--- config.mk ---
export PLATFORM = sky130hd
export DESIGN_NAME = uart_cmd_sequencer
export DESIGN_NICKNAME = d
export VERILOG_FILES = /design/src/rtl/uart_cmd_sequencer_pkg.sv /design/src/rtl/uart_cmd_sequencer_timeout.sv /design/src/rtl/uart_cmd_sequencer.sv
export SDC_FILE = /design/constraint.sdc
export NUM_CORES = 1
export LEC_CHECK = 0
export BUFFER_PORTS_ARGS = -buffer_cell sky130_fd_sc_hd__buf_2
export CORE_UTILIZATION = 30
export CTS_BUF_LIST = sky130_fd_sc_hd__clkbuf_8
export CTS_CLUSTER_SIZE = 30
export DETAILED_ROUTE_END_ITERATION = 10
export GPL_TIMING_DRIVEN = 0
export PLACE_DENSITY_LB_ADDON = 0.12
export SYNTH_ARGS = -nofsm -noshare
export SYNTH_HDL_FRONTEND = slang
export SYNTH_SLANG_ARGS = --single-unit
--- constraint.sdc ---
create_clock -name sysclk -period 2.2 [get_ports sysclk]
set_input_delay 0.11 -clock sysclk [delete_from_list [all_inputs] [get_ports sysclk]]
set_output_delay 0.11 -clock sysclk [all_outputs]
set_load 0.02 [all_outputs]
--- src/rtl/uart_cmd_sequencer_pkg.sv ---
// Shared constants and FSM state type for the UART command sequencer.
// Optional write acknowledge is selected with the UART_CMD_ACK_EN macro.
package uart_cmd_pkg;

  localparam int unsigned TIMEOUT_CYC_DEFAULT = 1_000_000;
  localparam logic [7:0]  OP_WRITE            = 8'h01;
  localparam logic [7:0]  OP_READ             = 8'h02;
  localparam logic [7:0]  ACK_BYTE            = 8'h06;

  typedef enum logic [3:0] {
    S_IDLE,
    S_GET_ADDR,
    S_GET_LEN,
    S_WR_DATA,
    S_RD_ISSUE,
    S_RD_WAIT,
    S_TX_START,
    S_TX_GUARD,
    S_TX_WAIT
  } state_t;

  // Frame-receive states: inter-byte timeout applies here
  function automatic logic is_rx_state(input state_t s);
    return (s == S_GET_ADDR) || (s == S_GET_LEN) || (s == S_WR_DATA);
  endfunction

  // Read/transmit states: stray RX bytes are dropped with an error
  function automatic logic is_busy_state(input state_t s);
    return (s == S_RD_ISSUE) || (s == S_RD_WAIT) || (s == S_TX_START) ||
           (s == S_TX_GUARD) || (s == S_TX_WAIT);
  endfunction

endpackage

--- src/rtl/uart_cmd_sequencer_timeout.sv ---
// Inter-byte timeout: down-counter reloaded on each byte and while disabled,
// pulsing expire on the TIMEOUT_CYC-th consecutive idle enabled cycle.
module uart_cmd_timeout #(
  parameter int unsigned TIMEOUT_CYC = 1_000_000
) (
  input  logic sysclk,
  input  logic rst,
  input  logic en,
  input  logic reload,
  output logic expire
);

  localparam int unsigned   CW         = $clog2(TIMEOUT_CYC + 1);
  localparam logic [CW-1:0] RELOAD_VAL = CW'(TIMEOUT_CYC - 1);

  logic [CW-1:0] cnt_q, cnt_d;

  always_comb begin
    cnt_d  = cnt_q;
    expire = 1'b0;
    if (!en || reload) begin
      cnt_d = RELOAD_VAL;
    end else if (cnt_q == '0) begin
      expire = 1'b1;
    end else begin
      cnt_d = cnt_q - CW'(1);
    end
  end

  always_ff @(posedge sysclk or posedge rst) begin
    if (rst) cnt_q <= RELOAD_VAL;
    else     cnt_q <= cnt_d;
  end

endmodule

--- src/rtl/uart_cmd_sequencer.sv ---
// Framed UART command parser driving register writes/reads and returning read data over TX.
// Define UART_CMD_ACK_EN to send ACK_BYTE after every completed write frame.
module uart_cmd_sequencer #(
  parameter int unsigned TIMEOUT_CYC = uart_cmd_pkg::TIMEOUT_CYC_DEFAULT,
  parameter logic [7:0]  OP_WRITE    = uart_cmd_pkg::OP_WRITE,
  parameter logic [7:0]  OP_READ     = uart_cmd_pkg::OP_READ
) (
  input  logic       sysclk,
  input  logic       rst,
  input  logic [7:0] rx_data,
  input  logic       rx_valid,
  output logic [7:0] tx_data,
  output logic       tx_start,
  input  logic       tx_busy,
  output logic [7:0] reg_addr,
  output logic [7:0] reg_wdata,
  output logic       reg_we,
  output logic       reg_re,
  input  logic [7:0] reg_rdata,
  output logic       busy,
  output logic       err
);

  import uart_cmd_pkg::*;

  state_t     state_q, state_d;
  logic       is_rd_q, is_rd_d;
  logic [7:0] addr_q, addr_d;
  logic [7:0] rem_q, rem_d;
  logic [7:0] tx_data_q, tx_data_d;
  logic       to_expire;

  uart_cmd_timeout #(.TIMEOUT_CYC(TIMEOUT_CYC)) u_timeout (
    .sysclk (sysclk),
    .rst    (rst),
    .en     (is_rx_state(state_q)),
    .reload (rx_valid),
    .expire (to_expire)
  );

  always_comb begin
    state_d   = state_q;
    is_rd_d   = is_rd_q;
    addr_d    = addr_q;
    rem_d     = rem_q;
    tx_data_d = tx_data_q;
    reg_we    = 1'b0;
    reg_re    = 1'b0;
    tx_start  = 1'b0;
    err       = 1'b0;

    case (state_q)
      S_IDLE: begin
        if (rx_valid) begin
          if (rx_data == OP_WRITE) begin
            is_rd_d = 1'b0;
            state_d = S_GET_ADDR;
          end else if (rx_data == OP_READ) begin
            is_rd_d = 1'b1;
            state_d = S_GET_ADDR;
          end else begin
            err = 1'b1;
          end
        end
      end
      S_GET_ADDR: begin
        if (rx_valid) begin
          addr_d  = rx_data;
          state_d = S_GET_LEN;
        end else if (to_expire) begin
          err     = 1'b1;
          state_d = S_IDLE;
        end
      end
      S_GET_LEN: begin
        if (rx_valid) begin
          rem_d = rx_data;
          if (rx_data == '0) begin
`ifdef UART_CMD_ACK_EN
            if (!is_rd_q) begin
              tx_data_d = ACK_BYTE;
              state_d   = S_TX_START;
            end else begin
              state_d   = S_IDLE;
            end
`else
            state_d = S_IDLE;
`endif
          end else begin
            state_d = is_rd_q ? S_RD_ISSUE : S_WR_DATA;
          end
        end else if (to_expire) begin
          err     = 1'b1;
          state_d = S_IDLE;
        end
      end
      S_WR_DATA: begin
        if (rx_valid) begin
          reg_we = 1'b1;
          addr_d = addr_q + 8'd1;
          rem_d  = rem_q - 8'd1;
          if (rem_q == 8'd1) begin
`ifdef UART_CMD_ACK_EN
            tx_data_d = ACK_BYTE;
            state_d   = S_TX_START;
`else
            state_d   = S_IDLE;
`endif
          end
        end else if (to_expire) begin
          err     = 1'b1;
          state_d = S_IDLE;
        end
      end
      S_RD_ISSUE: begin
        reg_re  = 1'b1;
        state_d = S_RD_WAIT;
      end
      S_RD_WAIT: begin
        tx_data_d = reg_rdata;
        state_d   = S_TX_START;
      end
      S_TX_START: begin
        if (!tx_busy) begin
          tx_start = 1'b1;
          state_d  = S_TX_GUARD;
        end
      end
      // tx_busy only rises the cycle after tx_start, so skip one sample
      S_TX_GUARD: state_d = S_TX_WAIT;
      S_TX_WAIT: begin
        if (!tx_busy) begin
          if (is_rd_q) begin
            addr_d  = addr_q + 8'd1;
            rem_d   = rem_q - 8'd1;
            state_d = (rem_q == 8'd1) ? S_IDLE : S_RD_ISSUE;
          end else begin
            state_d = S_IDLE;
          end
        end
      end
      default: state_d = S_IDLE;
    endcase

    if (rx_valid && is_busy_state(state_q)) err = 1'b1;
  end

  always_ff @(posedge sysclk or posedge rst) begin
    if (rst) begin
      state_q   <= S_IDLE;
      is_rd_q   <= 1'b0;
      addr_q    <= '0;
      rem_q     <= '0;
      tx_data_q <= '0;
    end else begin
      state_q   <= state_d;
      is_rd_q   <= is_rd_d;
      addr_q    <= addr_d;
      rem_q     <= rem_d;
      tx_data_q <= tx_data_d;
    end
  end

  assign tx_data   = tx_data_q;
  assign reg_addr  = addr_q;
  assign reg_wdata = reg_we ? rx_data : '0;
  assign busy      = (state_q != S_IDLE);

endmodule

==> metrics.txt <==
Initial Util=~31%; share of post-route cells with drive strength above 1=approximately 28%; switch share=about 44%; Vias=between 2000 and 3000; Reg power frac=between 30% and 40%; status=finished, final reports clean; Comb power frac=47.5%; die area=a little over 10000 um2; routed length per instance=between 15 and 20 um; Critical Path Sink Type=primary output; GP Congestion=roughly 0.86; Num CTS Buffers=5; area leader, netlist=dfrtp_1; Inserted Diodes=0; Final Critical Period=2.15 ns; clk sinks=49; crit path DAT=around 2 ns; Post-synth EDFFs=0; count of unique library cells instantiated by Yosys=57; CP max FO=6; Area contributors post-synth=dfrtp_1 (32%), dfstp_2 (11%), nand2_1 (4.0%), o21ai_0 (4.0%), mux2_2 (3.9%); Hold Startpoint=reg_rdata[6]; largest net degree at the start of global routing=35; syn_area_per_cell=~9 um2; Syn. warnings=0; dominant synthesized flop cell=dfrtp_1; clock-pin transition on the worst setup and hold timing paths=roughly 0.11 ns; IO Count=49; final period utilization=a little over nine tenths; DP Wirelength=between 5000 and 6000 um; drt first pass iters=4; FF-to-FF End=rem_q[6]$_DFFE_PP0P_; critical path required time=about 2.1 ns; most common library cells after synthesis=dfrtp_1 (37), nand2_1 (31), o21ai_0 (23); final worst slack=0.0549 ns; hold path endpoint=tx_data[6]$_DFFE_PP0P_; Slew @ Worst Pin=roughly 0.8 ns; Mapped Cells=roughly 320; Post-route DRC=0; Async S/R FF share, synth=between 90% and 100%; internal power=0.00208 W; Yosys top cell area share=about a third; # setup viols final=0; CTS max path bufs=2; htree depth=2; register area share after synthesis=around 43%; critical path class=reg -> out; Slew Limit Fails=0; Final Util=37.5%; fmax=466 MHz; nets@finish=between 400 and 500; Clk pwr share=approximately 16%; Antenna Violating Nets Remaining=0; Layout area overhead=20.0%; fillers=approximately 1000; Vias/cell=approximately 5; Final Skew=0.0121 ns; num rows=35; Lkg Pwr=roughly 1.5 nW; FF-to-FF path depth=7; PortBufs=between 40 and 50; HP Class=in -> reg; reg2reg start=state_q[0]$_DFFE_PP0P_; Max IR drop VDD=around 460 uV; synthesized cell area=~2900 um2; first-pass GRT wire length=roughly 13000 um; pre-CTS WS=-0.221 ns; Hold Path Cell Cnt=2; grt ovf=0; Overall Global Routing Usage=16.4%; Iteration-0 DRC Markers=100; Syn Nets=348; RSZ-0062 raised after global routing=true; initial antenna violation count=0; CORE AREA=9330 um2; later-pin clock latency in the skew report=approximately 0.32 ns; Relative slew margins=between 40% and 50%; Worst setup SP type=flip-flop; maxcap violations=0; Register-to-Register Setup Slack=around 0.10 ns; Clk Tree Root Cell=clkbuf_8; CTS tree=yes; vias in the first global route=2519; power density over the cells=1070 nW/um2; DRT Wirelength=roughly 7700 um; Net Switching=~0.0017 W; die width=approximately 100 um; Die Ht=between 100 and 150 um; count leader, synth=dfrtp_1; total count of hold-check failures in the final report=0; Seq cells post-synth=just under 50
per-layer routing:
layer  vias up  share of wire, %  wire length, um  GRT usage (%)
met5         -                 0                0              0
met4         0               1.0               80           4.35
met3         7               2.4              183           2.70
met2        39                44             3390           25.1
met1      1227                52             4010           23.9
li1       1298                 -                -              -
metrics by stage:
stage	std cells	power [W]	hold WS [ns]	instance area (um2)	setup TNS [ns]
3_5_place_dp	501	0.00312	0.122	3330	-1.65
6_report	511	0.00374	0.0128	3490	0
3_3_place_gp	500	0.00311	0.341	3310	-2.12
2_1_floorplan	324	0.00258	0.218	2910	0
5_1_grt	511	0.00405	0.000812	3490	-0.0843
4_1_cts	511	0.00376	0.00378	3470	-0.0424
power groups by stage:
stage               combinational (W)  sequential [W]  clock (W)
finish                        0.00177         0.00138   0.000586
global route                  0.00198         0.00142   0.000646
CTS                           0.00177         0.00138   0.000612
detailed placement            0.00172         0.00139          0
global placement              0.00172         0.00139          0
floorplan                     0.00105         0.00154          0
worst max-delay path, stage by stage (launching register included):
cell	delay (ns)
dfrtp_2	0.45
or4_4	0.58
nand3b_4	0.22
nor2_4	0.15
a22o_1	0.17
buf_4	0.15
final cells by class:
type / instances / area [um2] / area share, %
Multi-Input combinational cell: 249 / 1600 / 45.9
Inverter: 10 / 37.5 / 1.07
Sequential cell: 49 / 1240 / 35.6
Timing Repair Buffer: 51 / 283 / 8.09
Buffer: 15 / 71.3 / 2.04
Tap cell: 129 / 161 / 4.62
Clock inverter: 3 / 26.3 / 0.752
Clock buffer: 5 / 68.8 / 1.97
kinds of logic (layout without fill, tap and decap cells):
family                   count (synthesis)  after routing  share of synthesized area [%]
adder cells (fa/ha/maj)                  4              4                           1.72
AND/OR/NAND/NOR                        138            138                           26.0
buffers and inverters                   26             84                           3.52
AO/OA/AOI/OAI                           85             85                           18.6
XOR/XNOR                                11             11                           3.31
multiplexers                            11             11                           4.21
flip-flops                              49             49                           42.6
cell usage in the layout, fill, tap and decap left out, types with 3 or more instances in the layout:
master	n
or3_1	4
a22oi_1	3
a31oi_1	6
clkbuf_1	5
o31ai_1	3
clkbuf_2	5
a21o_1	4
a21oi_1	16
nor3b_1	3
clkbuf_8	5
nor2b_1	5
nand2b_1	5
o22ai_1	4
o21ai_0	23
and2_1	9
o211ai_1	4
and3_1	4
mux2_2	10
nor3_1	11
xor2_1	6
nor2_1	20
nor4_1	5
nand3_1	14
inv_1	9
or4_1	6
nand4_1	4
xnor2_1	5
a2bb2oi_1	3
dfstp_2	12
nand2_1	31
buf_2	50
dfrtp_1	36
ha_1	4
buf_4	4
o21a_1	4
registers in the layout (all words and copies together), names as in the netlist:
name	cells
tx_data	8
rem_q	8
state_q	4
u_timeout.cnt_q	20
reg_addr	8
is_rd_q	1
timing repair:
action,in CTS,in global routing
endpoints found under the hold margin,15,0
setup endpoints to repair,13,24
setup buffers,1,1
resized for setup,7,14
pin swaps,1,0
hold buffers,1,0
gates cloned,0,0
worst max path at each step:
stage	from	end	slack, ns	cells after the start
detailed placement	state_q[3]$_DFFE_PP0P_	u_timeout.cnt_q[17]$_DFFE_PP1N_	-0.22	4
floorplan	u_timeout.cnt_q[10]$_DFFE_PP0N_	u_timeout.cnt_q[16]$_DFFE_PP1N_	0.31	4
global route	u_timeout.cnt_q[10]$_DFFE_PP0N_	err	-0.05	5
global placement	state_q[3]$_DFFE_PP0P_	u_timeout.cnt_q[9]$_DFFE_PP1N_	-0.24	4
CTS	state_q[0]$_DFFE_PP0P_	reg_addr[2]$_DFFE_PP0P_	-0.02	6
finish	u_timeout.cnt_q[10]$_DFFE_PP0N_	err	0.05	5
Power figures use the tool's default switching activity.
